[config.mk]
export PLATFORM = sky130hd
export DESIGN_NAME = down_timer_counter
export DESIGN_NICKNAME = d
export VERILOG_FILES = /design/src/rtl/down_timer_pkg.sv /design/src/rtl/down_timer_prescaler.sv /design/src/rtl/down_timer_counter.sv
export SDC_FILE = /design/constraint.sdc
export NUM_CORES = 1
export LEC_CHECK = 0
export BUFFER_PORTS_ARGS = -buffer_cell sky130_fd_sc_hd__buf_4
export CAP_MARGIN = 15
export CORE_MARGIN = 1.5
export CORE_UTILIZATION = 40
export DETAILED_ROUTE_END_ITERATION = 8
export PLACE_DENSITY = 0.6
export SLEW_MARGIN = 20
export SYNTH_ARGS = -nofsm -noshare
export SYNTH_HDL_FRONTEND = slang
export SYNTH_SLANG_ARGS = --single-unit
[constraint.sdc]
create_clock -name clk -period 1.75 [get_ports clk]
set_input_delay 0.0875 -clock clk [delete_from_list [all_inputs] [get_ports clk]]
set_output_delay 0.0875 -clock clk [all_outputs]
set_load 0.05 [all_outputs]
[src/rtl/down_timer_pkg.sv]
// Shared definitions for the down_timer_counter slice: state encoding and
// default sizing constants.
package down_timer_pkg;

    typedef enum logic [1:0] {
        ST_IDLE = 2'd0,
        ST_RUN  = 2'd1
    } state_t;

    localparam int DEFAULT_WIDTH    = 4;
    localparam int DEFAULT_PRESCALE = 4;

endpackage

[src/rtl/down_timer_prescaler.sv]
// Prescaler for down_timer_counter: divides enabled RUN edges by PRESCALE.
// tick is high on the enabled edge on which the internal counter wraps.
// Used by the top only when DOWN_TIMER_PRESCALE_EN is defined.
module down_timer_prescaler
    import down_timer_pkg::*;
#(
    parameter int PRESCALE = DEFAULT_PRESCALE
) (
    input  logic clk,
    input  logic reset,
    input  logic restart,
    input  logic enable,
    output logic tick
);

    localparam logic [7:0] LAST = 8'(PRESCALE - 1);

    logic [7:0] cnt_q;
    logic [7:0] cnt_d;

    assign tick = enable && (cnt_q == LAST);

    // Next prescale count: restart zeroes, each enabled edge advances and wraps.
    always_comb begin
        cnt_d = cnt_q;
        if (restart) begin
            cnt_d = 8'd0;
        end else if (enable) begin
            cnt_d = tick ? 8'd0 : cnt_q + 8'd1;
        end
    end

    // Prescale counter register, falling-edge clocked like the rest of the timer.
    always_ff @(negedge clk or negedge reset) begin
        if (!reset) begin
            cnt_q <= 8'd0;
        end else begin
            cnt_q <= cnt_d;
        end
    end

endmodule

[src/rtl/down_timer_counter.sv]
// Loadable down-counter/timer with one-cycle terminal-count pulse and
// optional auto-reload. Define DOWN_TIMER_PRESCALE_EN to divide the count
// rate by PRESCALE; without it every enabled RUN edge decrements.
module down_timer_counter
    import down_timer_pkg::*;
#(
    parameter int WIDTH    = DEFAULT_WIDTH,
    parameter int PRESCALE = DEFAULT_PRESCALE
) (
    input  logic             clk,
    input  logic             reset,
    input  logic             clear,
    input  logic             load,
    input  logic [WIDTH-1:0] load_val,
    input  logic             enable,
    input  logic             auto_reload,
    output logic [WIDTH-1:0] q,
    output logic             tc,
    output logic             busy
);

    state_t           state_q, state_d;
    logic [WIDTH-1:0] count_q, count_d;
    logic [WIDTH-1:0] reload_q, reload_d;
    logic             tc_q, tc_d;

    // An edge that may advance the count: running, enabled, not overridden.
    logic step_en;
    logic tick;

    assign step_en = (state_q == ST_RUN) && enable && !clear && !load;

`ifdef DOWN_TIMER_PRESCALE_EN
    down_timer_prescaler #(
        .PRESCALE (PRESCALE)
    ) u_prescaler (
        .clk     (clk),
        .reset   (reset),
        .restart (clear || load),
        .enable  (step_en),
        .tick    (tick)
    );
`else
    // Without the prescaler every enabled edge counts; PRESCALE only has to
    // be within its legal range, which folds to a constant 1 here.
    localparam logic PRESCALE_LEGAL = (PRESCALE >= 1) && (PRESCALE <= 255);
    assign tick = step_en && PRESCALE_LEGAL;
`endif

    // Next-state: clear beats load beats decrement; tc only on the q==1 event.
    always_comb begin
        state_d  = state_q;
        count_d  = count_q;
        reload_d = reload_q;
        tc_d     = 1'b0;
        if (clear) begin
            count_d = '0;
            state_d = ST_IDLE;
        end else if (load) begin
            count_d  = load_val;
            reload_d = load_val;
            state_d  = (load_val != '0) ? ST_RUN : ST_IDLE;
        end else if (tick) begin
            if (count_q == WIDTH'(1)) begin
                tc_d = 1'b1;
                if (auto_reload) begin
                    count_d = reload_q;
                end else begin
                    count_d = '0;
                    state_d = ST_IDLE;
                end
            end else begin
                count_d = count_q - WIDTH'(1);
            end
        end
    end

    // State, count, reload and tc registers, updated on the falling clock edge.
    always_ff @(negedge clk or negedge reset) begin
        if (!reset) begin
            state_q  <= ST_IDLE;
            count_q  <= '0;
            reload_q <= '0;
            tc_q     <= 1'b0;
        end else begin
            state_q  <= state_d;
            count_q  <= count_d;
            reload_q <= reload_d;
            tc_q     <= tc_d;
        end
    end

    assign q    = count_q;
    assign tc   = tc_q;
    assign busy = (state_q == ST_RUN);

endmodule

==> flow_summary.rst, run 1 <==
.. list-table::
   :header-rows: 1

   * - Metric
     - Value
   * - Run status
     - complete, but fails checks
   * - Violated checks
     - setup timing
   * - Syn_area_per_cell
     - 9.39 um2
   * - Crit path largest cell delay
     - 0.44 ns
   * - Wirelength per Cell
     - 13.2 um
   * - Avg Vias per Cell
     - 5.25
   * - Final Hold Vio Count
     - 0
   * - Relative max-transition margin
     - 79.1%
   * - Antenna Diode Count
     - 0
   * - Number of remaining DRC errors
     - 0
   * - Share of the core filled with cells
     - 69.8%
   * - Wire length of the first global-routing pass
     - ~2700 um
   * - Final antenna-violating net count
     - 0
   * - Cell Area, Synth
     - 592 um2
   * - Largest delay contributor family on the critical path
     - flip-flops
   * - Deepest level of the CTS H-tree
     - 1
   * - Peak ir drop on the vdd network
     - 0.474 mV
   * - Horizontal die dimension
     - 41.5 um
   * - Crit. End Element
     - output port
   * - Sequential-to-total area share from yosys stat
     - 42.3%
   * - Later-pin clock latency in the skew report
     - 0.27 ns
   * - Maximum buffer depth of the clock tree
     - 2
   * - Cells along the critical path
     - buf_6
   * - Number of synthesized register bits
     - 10
   * - Floorplan core area
     - ~1300 um2
   * - Count of synthesis-stage warnings from yosys
     - 0
   * - Post-synth cell types
     - 31
   * - Maximum number of pins on one net before global-route repair
     - 11
   * - Fraction of post-synthesis cell area in the top cell type by area
     - around 42%
   * - Number of instances in the synthesized netlist
     - 63
   * - Number of setup violations in the final report
     - 6
   * - Launching element type of the critical path
     - flop
   * - Total global routing track utilization
     - 20.4%
   * - Iteration-0 DRC Markers
     - 16
   * - Fraction of final layout cells sized beyond drive strength 1
     - 49.0%
   * - Setup Skew
     - approximately 0.0024 ns
   * - Critical-path maximum fanout
     - 2
   * - First-pass iteration count of the detailed router
     - 4
   * - Number of global-route vias before repair
     - approximately 620
   * - Final WS setup
     - -0.0927 ns
   * - Clock tree from TritonCTS
     - built
   * - Setup repair after global routing missed its margin
     - true
   * - Final Total Pwr
     - between 0.7 and 0.8 mW
   * - Cell types with the largest area share after synthesis
     - dfrtn_1 (42%), nand2_1 (4.4%), ha_1 (4.2%), inv_1 (3.8%), o21ai_0 (3.4%)
   * - Die height
     - 41.5 um
   * - Kind of critical path
     - reg -> out
   * - Power per standard cell area
     - 820 nW/um2
   * - Path category of the worst min-delay check
     - in -> async
   * - Number of instances in the placed design
     - 103
   * - Die Footprint
     - between 1500 and 2000 um2
   * - Initial core utilization
     - around 44%
   * - Routability Congestion
     - roughly 0.8
   * - Number of max-cap violations
     - 0
   * - Clock transition at the register clock pins on the worst setup and hold paths after CTS
     - 0.05 ns
   * - Total wire length
     - ~1500 um
   * - Net count of the mapped netlist
     - 75
   * - Boundary Pins
     - 16
   * - Endpoint arrival time on the critical path
     - 1.76 ns
   * - DP Worst Slack
     - -0.102 ns
   * - Actual slew at the worst max-slew pin
     - 0.309 ns
   * - Clock tree root buffer cell
     - clkbuf_4
   * - Detailed-placement wirelength estimate
     - 1120 um
   * - Num rows
     - 13
   * - Global route total overflow
     - 0
   * - Antenna violations before repair
     - 0
   * - Data required time of the critical path
     - approximately 1.7 ns
   * - Hold WS
     - 0.392 ns
   * - Number of input and output port buffers inserted
     - 15
   * - Total vias in the final route
     - 593
   * - Area delta synth->final
     - 57.3%
   * - Final Max Slew Viols
     - 0
   * - Footprint of the multi-input gates
     - 333 um2
   * - Post-CTS Hold Buffers
     - 0
   * - Cell type with the highest aggregate area in the netlist
     - dfrtn_1
   * - Worst-path cell with the longest stage delay
     - dfrtn_1
   * - Final Non-Filler Cells
     - 113
   * - Number of sinks handled by clock tree synthesis
     - 10
   * - Nets@finish
     - 111
   * - Total of fill cells in the finished design
     - 104
   * - Buffers & Inverters on Critical Path
     - 1
   * - Leakage power
     - ~0.45 nW
   * - Register Area
     - 250 um2
   * - TritonCTS Buffers
     - 3
through the flow:
step,setup TNS [ns],instance area [um2]
after global placement,-0.164,802
after global routing,-0.636,931
final,-0.428,931
after CTS,-0.444,898
after floorplan,-0.306,597
after detailed placement,-0.206,802
cell usage after synthesis:
master     count
buf_6          1
o31ai_1        1
nor4_1         1
nand3b_1       1
ha_1           2
nand2_1        7
o21bai_1       1
o21ai_0        4
or2_4          1
o311ai_1       1
and3b_2        1
a21oi_2        1
nor2b_1        1
mux2_2         1
clkbuf_1       1
or3b_4         1
a211oi_1       1
nand4_1        2
a32oi_1        1
inv_1          6
a21oi_1        3
nor3_1         2
a2111oi_2      1
o22a_1         2
nor3b_1        1
a21o_2         1
nand2b_1       1
o311ai_0       1
nor2_1         4
o22ai_1        1
dfrtn_1       10
worst register-to-register path: cells and delay by family (launching register included):
family	cells	cell delay, ns
simple gates	1	0.41
compound gates	3	0.38
flops	1	0.35
buf+inv	3	0.40
cell usage in the layout, fill, tap and decap left out, drive strengths merged, types with 4 or more instances in the layout:
cell type,Yosys,layout
a21oi,4,4
clkbuf,1,4
dfrtn,10,10
inv,6,6
buf,1,33
o21ai,4,4
nor2,4,4
nand2,7,7
worst paths after layout:
check                       startpoint          end  slack, ns  depth (start not counted)
min in group clk           reload_q[1]  reload_q[1]       0.44                          2
max in group asynchronous        reset  reload_q[0]       1.18                          1
max                               q[1]         q[1]      -0.09                          1
min reg2reg                reload_q[1]  reload_q[1]       0.44                          2
min                              reset         q[3]       0.39                          1
max reg2reg                       q[3]         q[2]       0.08                          7
timing repair:
item,CTS,global route
gates cloned,0,0
resized for setup,6,6
pin swaps,0,2
setup buffers,5,1
endpoints found under the setup margin,6,10
hold endpoints to repair,0,0
report_power, final:
part	total (mW)	internal, mW	switching [mW]
combinational	0.278	0.133	0.146
sequential	0.275	0.260	0.0159
clock	0.210	0.126	0.0836
total	0.764	0.519	0.245
final cells by class:
type	instances	share of cell area [%]
Tap cell	15	2.02
Sequential cell	10	26.9
Inverter	6	2.42
Timing Repair Buffer	33	29.0
Clock buffer	4	3.90
Multi-Input combinational cell	45	35.8
cell families (layout without fill, tap and decap cells):
kind of cell	after synthesis	in the layout	share of synthesized area (%)
DFF	10	10	42.3
adders and majority gates	2	2	4.23
buffers and inverters	8	43	6.34
AOI/OAI and AO/OA	19	19	23.7
muxes	1	1	1.90
and+or+nand+nor	23	23	21.6
metal layers:
layer,GRT usage (%),up-vias,routed length [um]
met5,0,-,0
met4,9.68,0,21
met3,3.91,4,42
met2,31.9,16,722
met1,27.0,273,704
li1,-,300,-
flip-flops by register name (all words and copies together), names as in the netlist:
name      count
reload_q      4
q             4
state_q       1
tc            1
No activity file was read; power rests on OpenSTA's default activity.
==> run 2: changes to the inputs <==
--- a/config.mk
+++ b/config.mk
@@ -8,8 +8,9 @@
 export BUFFER_PORTS_ARGS = -buffer_cell sky130_fd_sc_hd__buf_4
 export CAP_MARGIN = 15
-export CORE_MARGIN = 1.5
-export CORE_UTILIZATION = 40
+export CORE_AREA = 2 2 39 41
 export DETAILED_ROUTE_END_ITERATION = 8
-export PLACE_DENSITY = 0.6
+export DIE_AREA = 0 0 41 43
+export PLACE_DENSITY = 0.65
+export REMOVE_ABC_BUFFERS = 1
 export SLEW_MARGIN = 20
 export SYNTH_ARGS = -nofsm -noshare
==> constraint.sdc (replaced) <==
create_clock -name clk -period 1.75 [get_ports clk]
set_input_delay 0.4375 -clock clk [delete_from_list [all_inputs] [get_ports clk]]
set_output_delay 0.4375 -clock clk [all_outputs]
set_load 0.05 [all_outputs]
==> run 2 against run 1 <==
  * Wire length up 3.8%
  * Count of clock-buffer cells in the layout did not move
  * The flow still finishes with violations (setup timing)
  * Clock power hardly changed
  * Highest routed layer unchanged
==> flow_summary.rst, run 2 (synthesis results as in run 1) <==
.. list-table::
   :header-rows: 1

   * - Metric
     - Value
   * - Run status
     - complete, but fails checks
   * - Violated checks
     - setup timing
   * - Avg Vias per Cell
     - 5.30 (+0.99%)
   * - Wire length of the first global-routing pass
     - 2370 um (-12%)
   * - Final Hold Vio Count
     - 0 (unchanged)
   * - Routability Congestion
     - 0.803 (-2.1%)
   * - Deepest level of the CTS H-tree
     - 1 (unchanged)
   * - Setup repair after global routing missed its margin
     - true
   * - Number of sinks handled by clock tree synthesis
     - 10 (unchanged)
   * - Met2 usage
     - 32.5% (+0.63 points)
   * - Register Area
     - 250 um2 (unchanged)
   * - Die height
     - 43 um (+3.7%)
   * - Total of fill cells in the finished design
     - 107 (+2.9%)
   * - Total global routing track utilization
     - 20.7% (+0.22 points)
   * - Number of setup violations in the final report
     - 9 (+3)
   * - Most common library cell in the layout ignoring fill and taps
     - buf_4
   * - Kind of critical path
     - reg -> out
   * - Relative max-transition margin
     - 72.9% (-6.2 points)
   * - Antenna violations before repair
     - 0 (unchanged)
   * - Crit path largest cell delay
     - 0.43 ns (about the same)
   * - Sum Neg Setup Slack
     - -2.67 ns (-2.24 ns)
   * - Total vias in the final route
     - 583 (-1.7%)
   * - Number of global-route vias before repair
     - 555 (-9.9%)
   * - Die Footprint
     - 1760 um2 (+2.5%)
   * - Floorplan core area
     - 1380 um2 (+3.8%)
   * - Initial core utilization
     - 42.8% (-1.6 points)
   * - Iteration-0 DRC Markers
     - 3 (-13)
   * - Footprint of the multi-input gates
     - 409 um2 (+23%)
   * - Number of max-cap violations
     - 0 (unchanged)
   * - Fraction of met1 tracks used by global routing
     - 24.2% (-2.9 points)
   * - Final Total Pwr
     - 0.789 mW (+3.4%)
   * - Data required time of the critical path
     - 1.31 ns (-0.35 ns)
   * - Antenna Diode Count
     - 0 (unchanged)
   * - Clock tree from TritonCTS
     - built
   * - Maximum buffer depth of the clock tree
     - 2 (unchanged)
   * - Global route total overflow
     - 0 (unchanged)
   * - Clock transition at the register clock pins on the worst setup and hold paths after CTS
     - 0.05 ns (about the same)
   * - First-pass iteration count of the detailed router
     - 4 (unchanged)
   * - Boundary Pins
     - 16 (unchanged)
   * - Buffers & Inverters on Critical Path
     - 1 (unchanged)
   * - Fraction of final layout cells sized beyond drive strength 1
     - 54.3% (+5.3 points)
   * - Number of remaining DRC errors
     - 0 (unchanged)
   * - Actual slew at the worst max-slew pin
     - 0.406 ns (+0.0963 ns)
   * - Later-pin clock latency in the skew report
     - 0.28 ns (about the same)
   * - Clock tree root buffer cell
     - clkbuf_4
   * - TritonCTS Buffers
     - 3 (unchanged)
   * - Leakage power
     - 0.458 nW (+2.1%)
   * - Final WS setup
     - -0.433 ns (-0.341 ns)
   * - Final Max Slew Viols
     - 0 (unchanged)
   * - Nets@finish
     - 107 (-3.6%)
   * - Worst-path cell with the longest stage delay
     - dfrtn_1
   * - Total wire length
     - 1550 um (+3.8%)
   * - Launching element type of the critical path
     - flop
   * - Reg-to-reg slack, setup
     - 0.08 ns (about the same)
   * - Commonest cells after routing, fill and taps aside
     - buf_4 (16), buf_6 (12), dfrtn_1 (10)
   * - Number of input and output port buffers inserted
     - 15 (unchanged)
   * - Final antenna-violating net count
     - 0 (unchanged)
   * - Global routing's busiest layer
     - met2
   * - Detailed-placement wirelength estimate
     - 1080 um (-3.4%)
   * - Hold WS
     - 0.434 ns (+0.0420 ns)
   * - Path category of the worst min-delay check
     - reg -> reg
   * - Setup Skew
     - 0.00459 ns (+0.00217 ns)
   * - Area delta synth->final
     - 71.2%
   * - Largest delay contributor family on the critical path
     - flip-flops
   * - Crit. End Element
     - output port
   * - Maximum number of pins on one net before global-route repair
     - 11 (unchanged)
   * - Critical-path maximum fanout
     - 2 (unchanged)
   * - Power per standard cell area
     - 779 nW/um2 (-5.1%)
   * - Cells along the critical path
     - buf_6
   * - Endpoint arrival time on the critical path
     - 1.75 ns (about the same)
   * - Num rows
     - 14 (+1)
   * - Global routing met3 resource utilization
     - 4.71% (+0.80 points)
   * - Horizontal die dimension
     - 41 um (-1.1%)
   * - Wirelength per Cell
     - 14.1 um (+6.6%)
   * - Peak ir drop on the vdd network
     - 0.621 mV (+31%)
==> run 2: cell types whose count changed in the layout (fill, tap and decap cells not counted), moves of 2 or more <==
| cell | delta |
|---|---|
| buf_4 | -11 |
| nor2_4 | +2 |
| nor2_1 | -2 |
| nand2_1 | -2 |
| buf_6 | +6 |
==> run 2: power breakdown <==
part           internal (mW)  switching [mW]  leakage [nW]  total (mW)
Clock                  0.126          0.0857        0.0210       0.212
Sequential             0.259          0.0165         0.126       0.276
Combinational          0.138           0.163         0.312       0.301
==> run 2: routing by layer <==
metal | part of all wire (%) | wire length, um
met1 | 41 | 634
met2 | 54 | 836
met3 | 3.6 | 56
met4 | 1.3 | 20
met5 | 0 | 0
==> run 2: path summary, 6_finish.rpt <==
path,startpoint,end,depth (start not counted)
worst max register to register,q[0],q[2],6
max in group asynchronous,reset,reload_q[1],1
worst max-delay path,q[2],q[2],1
min in group asynchronous,reset,tc,1
worst min-delay path,reload_q[1],reload_q[1],2
worst min register to register,reload_q[1],reload_q[1],2
==> run 2: final cells by class <==
cell class              count  share of cell area (%)
inverters                   6                    2.22
well taps                  16                    1.98
clock buffers               4                    3.58
flip-flops and latches     10                    24.7
repair buffers             29                    27.2
multi-input cells          45                    40.4
==> run 2: repair_timing <==
item                       4_1_cts  5_1_grt
pin swaps                        9        5
resized for setup               22       13
hold buffers                     0        0
setup endpoints to repair       14       14
buffers inserted                 0        1
==> run 2: per-stage QoR <==
stage | std cells | util [%] | worst slack, ns | instance area [um2]
global placement | 105 | 58.3 | -0.419 | 807
finish | 110 | 73.2 | -0.433 | 1010
floorplan | 61 | - | -0.327 | 577
global route | 110 | 73.2 | -0.466 | 1010
detailed placement | 105 | 58.3 | -0.443 | 807
CTS | 109 | 67.5 | -0.446 | 933
